**src/rtl/alu_nibble_seq.sv**
```systemverilog
// alu_nibble_seq: runs one wide ADD/XOR/PASS(/SUB) operation through a shared 4-bit ALU, one nibble per cycle, LSB first.
//   Optional macro: ALU_NIBBLE_SEQ_SUB_EN enables op=11 as SUB (opa - opb); otherwise op=11 behaves as ADD.
//   Ports: clk, rst_n (sync, active-low); start/op/opa/opb/cin request (captured in IDLE);
//          busy/done handshake; result/cout/zero of last completed op;
//          alu_a/alu_b/alu_sel/alu_cin drive the ALU, alu_out/alu_cout come back combinationally.
module alu_nibble_seq #(
    parameter int NIBBLES = 4
) (
    input  logic                   clk,
    input  logic                   rst_n,
    input  logic                   start,
    input  logic [1:0]             op,
    input  logic [4*NIBBLES-1:0]   opa,
    input  logic [4*NIBBLES-1:0]   opb,
    input  logic                   cin,
    output logic                   busy,
    output logic                   done,
    output logic [4*NIBBLES-1:0]   result,
    output logic                   cout,
    output logic                   zero,
    output logic [3:0]             alu_a,
    output logic [3:0]             alu_b,
    output logic [2:0]             alu_sel,
    output logic                   alu_cin,
    input  logic [3:0]             alu_out,
    input  logic                   alu_cout
);
    localparam int W  = 4 * NIBBLES;
    localparam int IW = NIBBLES > 1 ? $clog2(NIBBLES) : 1;

    typedef enum logic [1:0] {IDLE, RUN, DONE} state_t;

    state_t          state_q;
    logic [IW-1:0]   idx_q;
    logic [W-1:0]    a_q, b_q, work_q, work_d, result_q;
    logic [1:0]      op_q;
    logic            cin_q, carry_q, carry_d, cout_q, zero_q, busy_q, done_q;
    logic            run, arith, cin0;
    logic [3:0]      a_nib, b_nib, b_eff;

    // op 00 and 11 both use the adder path (11 is SUB or an alias of ADD)
    assign arith = op_q[1] == op_q[0];
    assign a_nib = a_q[4*idx_q +: 4];
    assign b_nib = b_q[4*idx_q +: 4];

`ifdef ALU_NIBBLE_SEQ_SUB_EN
    // two's-complement subtract: invert B and inject 1 into the first nibble
    assign b_eff = op_q == 2'b11 ? ~b_nib : b_nib;
    assign cin0  = op_q == 2'b11 ? 1'b1 : cin_q;
`else
    assign b_eff = b_nib;
    assign cin0  = cin_q;
`endif

    always_comb begin
        run     = state_q == RUN;
        alu_a   = run ? a_nib : 4'h0;
        alu_b   = run ? b_eff : 4'h0;
        alu_sel = run && arith ? 3'b010 : run && op_q == 2'b01 ? 3'b100 : 3'b111;
        alu_cin = run && arith ? (idx_q == '0 ? cin0 : carry_q) : 1'b0;
        carry_d = arith & alu_cout;
        work_d  = work_q;
        work_d[4*idx_q +: 4] = alu_out;
    end

    always_ff @(posedge clk) begin
        if (!rst_n) begin
            state_q  <= IDLE;
            idx_q    <= '0;
            a_q      <= '0;
            b_q      <= '0;
            op_q     <= '0;
            cin_q    <= 1'b0;
            work_q   <= '0;
            carry_q  <= 1'b0;
            result_q <= '0;
            cout_q   <= 1'b0;
            zero_q   <= 1'b1;
            busy_q   <= 1'b0;
            done_q   <= 1'b0;
        end else begin
            case (state_q)
                IDLE: if (start) begin
                    a_q     <= opa;
                    b_q     <= opb;
                    op_q    <= op;
                    cin_q   <= cin;
                    idx_q   <= '0;
                    carry_q <= 1'b0;
                    busy_q  <= 1'b1;
                    state_q <= RUN;
                end
                RUN: begin
                    work_q  <= work_d;
                    carry_q <= carry_d;
                    if (idx_q == IW'(NIBBLES - 1)) begin
                        result_q <= work_d;
                        cout_q   <= carry_d;
                        zero_q   <= work_d == '0;
                        done_q   <= 1'b1;
                        state_q  <= DONE;
                    end else begin
                        idx_q <= idx_q + 1'b1;
                    end
                end
                default: begin
                    done_q  <= 1'b0;
                    busy_q  <= 1'b0;
                    state_q <= IDLE;
                end
            endcase
        end
    end

    assign busy   = busy_q;
    assign done   = done_q;
    assign result = result_q;
    assign cout   = cout_q;
    assign zero   = zero_q;
endmodule

```
**config.mk**
```make
export PLATFORM = sky130hd
export DESIGN_NAME = alu_nibble_seq
export DESIGN_NICKNAME = d
export VERILOG_FILES = /design/src/rtl/alu_nibble_seq.sv
export SDC_FILE = /design/constraint.sdc
export NUM_CORES = 1
export LEC_CHECK = 0
export CAP_MARGIN = 40
export CELL_PAD_IN_SITES_DETAIL_PLACEMENT = 1
export CELL_PAD_IN_SITES_GLOBAL_PLACEMENT = 1
export CORE_UTILIZATION = 30
export CTS_CLUSTER_DIAMETER = 150
export DETAILED_ROUTE_END_ITERATION = 16
export HOLD_SLACK_MARGIN = 0.15
export PLACE_DENSITY = 0.75
export SYNTH_ARGS = -nofsm -noshare
export SYNTH_HDL_FRONTEND = slang
export SYNTH_SLANG_ARGS = --single-unit
```
**constraint.sdc**
```tcl
create_clock -name clk -period 3.15 [get_ports clk]
set_input_delay 0.4725 -clock clk [delete_from_list [all_inputs] [get_ports clk]]
set_output_delay 0.4725 -clock clk [all_outputs]
set_load 0.01 [all_outputs]
```
==> results.txt <==
Status -> completed
Worst Tran Pin Value -> 708 ps
Worst path bufs/invs -> 2
Core area -> 10400 sq um
Final HPWL DP -> 6620 microns
Root buffer cell -> clkbuf_8
Most common cell after layout, fill and taps aside -> nand2_1
Origin of the worst setup path -> idx_q[0]$_SDFFE_PN0P_
Vias in the first global route -> 3102
Rel. slew slack -> 52.3%
Synth Cell Area -> 3270 sq um
Rows -> 37
Initial DRC count -> 70
Die Span X -> 106 microns
CP max FO -> 17
H-tree depth -> 3
Yosys Warn Count -> 0
Slew Viols, Final -> 0
Initial core utilization -> 31.4%
Num CTS Buffers -> 9
Die area -> 11300 sq um
CP max stage cell -> mux4_2
Drt wl/cell -> 15.3 microns
Max IR drop VDD -> 253 uV
Avg Cell Area, Syn -> 8.55 sq um
Final Cycle Share -> 83.9%
Final hold slack -> 454 ps
Worst-Skew Late Latency -> 350 ps
Cells along the critical path -> buf_4, mux4_2, and2_1, clkdlybuf4s50_1
DRC -> 0
Synthesized flop and latch total -> 76
CTS tree -> yes
Fillcell total -> 1230
Final hold viol count -> 0
Cells after Synth -> 382
Sequential-to-total area share from yosys stat -> 46.6%
Antenna cell count -> 0
Total negative slack -> 0 ps
Max-Cap Viols -> 0
PD cells -> 459 nW/um^2
Boundary Pins -> 75
Drt first pass iters -> 4
Crit path DAT -> 2170 ps
Port bufs -> 74
Top FF cell, synth -> dfxtp_1
Hold path depth -> 2
CP startpoint kind -> flip-flop
Post-CTS setup buffers -> 0
EDFF count, synth -> 0
Area growth, synth to finish -> 32.3%
Hold path start -> a_q[11]$_SDFFE_PN0P_
First-pass GRT wire length -> 15100 microns
Clock skew -> 10.2 ps
Clock sink count -> 76
Setup WS pre-CTS -> 860 ps
Final net count -> 503
Remaining antenna violation count -> 0
Power Total -> 1.98 mW
Netlist cell types -> 36
Vias -> 2988
Leak Pwr -> 1.53 nW
Total GRT Usage -> 16.8%
Util after Layout -> 41.5%
Placer congestion estimate -> 0.818
Hold crit path type -> flip-flop to flip-flop
Via density -> 5.05
Most frequent cells in the layout -> nand2_1, dfxtp_1, clkdlybuf4s50_1, a21oi_1, nor2_1
CP required -> 2680 ps
Worst path top cell family by delay -> buffers and inverters
Final worst slack -> 506 ps
RSZ-0062 raised after global routing -> false
Minimum clock period -> 2640 ps
Reg2reg end -> zero$_SDFFE_PN1P_
Fraction of layout cells with a size suffix above 1 -> 7.89%
Async S/R FF share, synth -> 0%
R2R setup slack -> 1100 ps
Die Ht -> 106 microns
CP endpoint kind -> primary output
Syn nets -> 433
Gates resized, CTS repair -> 0
Worst-case clock buffer depth -> 2
Post-CTS Hold Buffers -> 0
Worst Reg-to-Reg Cells -> 5
Largest net degree at the start of global routing -> 37
Total wire length -> 9050 microns
Clock-pin slew on the worst setup and hold paths -> 80 ps
Reg2reg start -> state_q[0]$_SDFFE_PN0P_
Max incr delay on CP -> 540 ps
F_max -> 378 MHz
Setup Viol. Count Final -> 0
Initial antenna violation count -> 0
Worst hold path endpoint -> a_q[11]$_SDFFE_PN0P_
Crit Path Class -> flip-flop to primary output
Global route total overflow -> 0
## cell families after synthesis
logic type	share of synthesized area (%)
and+or+nand+nor	23.5
AOI/OAI and AO/OA	17.0
DFF	46.6
buffers and inverters	4.02
muxes	5.82
adders and majority gates	3.07
## cells in the mapped netlist (2+ instances only)
cell	n	area [sq um]
nand2_1	79	297
dfxtp_1	76	1520
a21oi_1	47	235
nor2_1	39	146
a211oi_1	16	120
clkbuf_1	16	60.1
nor3_1	11	55.1
a22oi_1	9	67.6
and2_1	9	56.3
inv_1	9	33.8
a221oi_1	8	70.1
ha_1	8	100
mux4_2	8	180
buf_2	6	30.0
nor2b_1	5	31.3
nor4_1	5	31.3
nand3_1	3	15.0
nand3b_1	3	22.5
o21ai_0	3	15.0
and3_1	2	12.5
buf_1	2	7.51
nand2b_1	2	12.5
nor3b_2	2	25.0
nor4b_1	2	17.5
## through the flow
stage / cells / cell area, sq um
floorplan: 382 / 3270
global placement: 577 / 4150
detailed placement: 577 / 4150
CTS: 592 / 4320
global route: 592 / 4320
finish: 592 / 4320
## metal layers
layer | vias to the layer above | GRT usage, % | share of wire, %
met5 | - | 0 | 0
met4 | 0 | 4.76 | 1.1
met3 | 8 | 4.41 | 5.4
met2 | 79 | 29.9 | 50
met1 | 1436 | 19.8 | 43
li1 | 1465 | - | -
## final cells by class
type	instances	area, sq um	area share (%)
clock buffer	11	141	3.27
tap	136	170	3.94
sequential	76	1520	35.2
clock inverter	4	26.3	0.608
inverter	9	33.8	0.782
timing repair buffer	83	808	18.7
multi-input combinational	273	1620	37.5
## power by group
group / internal, mW / switching, mW
Clock: 0.302 / 0.356
Sequential: 1.00 / 0.0245
Combinational: 0.142 / 0.155
Total: 1.45 / 0.535
## sequential cells by signal (all words and copies together), names as in the netlist, 2 cells and up
signal   flops
a_q         16
op_q         2
b_q         16
idx_q        2
result      16
work_q      16
state_q      2
## how the worst max path moves through the flow
stage | end | depth (start not counted) | slack (ps)
final | alu_b[3] | 4 | 510
after global routing | alu_a[0] | 4 | 410
after CTS | alu_a[0] | 4 | 470
after detailed placement | alu_a[2] | 4 | 860
after global placement | alu_a[2] | 4 | 910
after floorplan | zero$_SDFFE_PN1P_ | 7 | 860
## worst reg2reg max path, stage by stage (launching register included)
cell and delay (ps):
dfxtp_1 420, nor2b_2 320, buf_4 300, nand2_1 340, nor4b_1 440, a221o_1 190
Power figures use the tool's default switching activity.
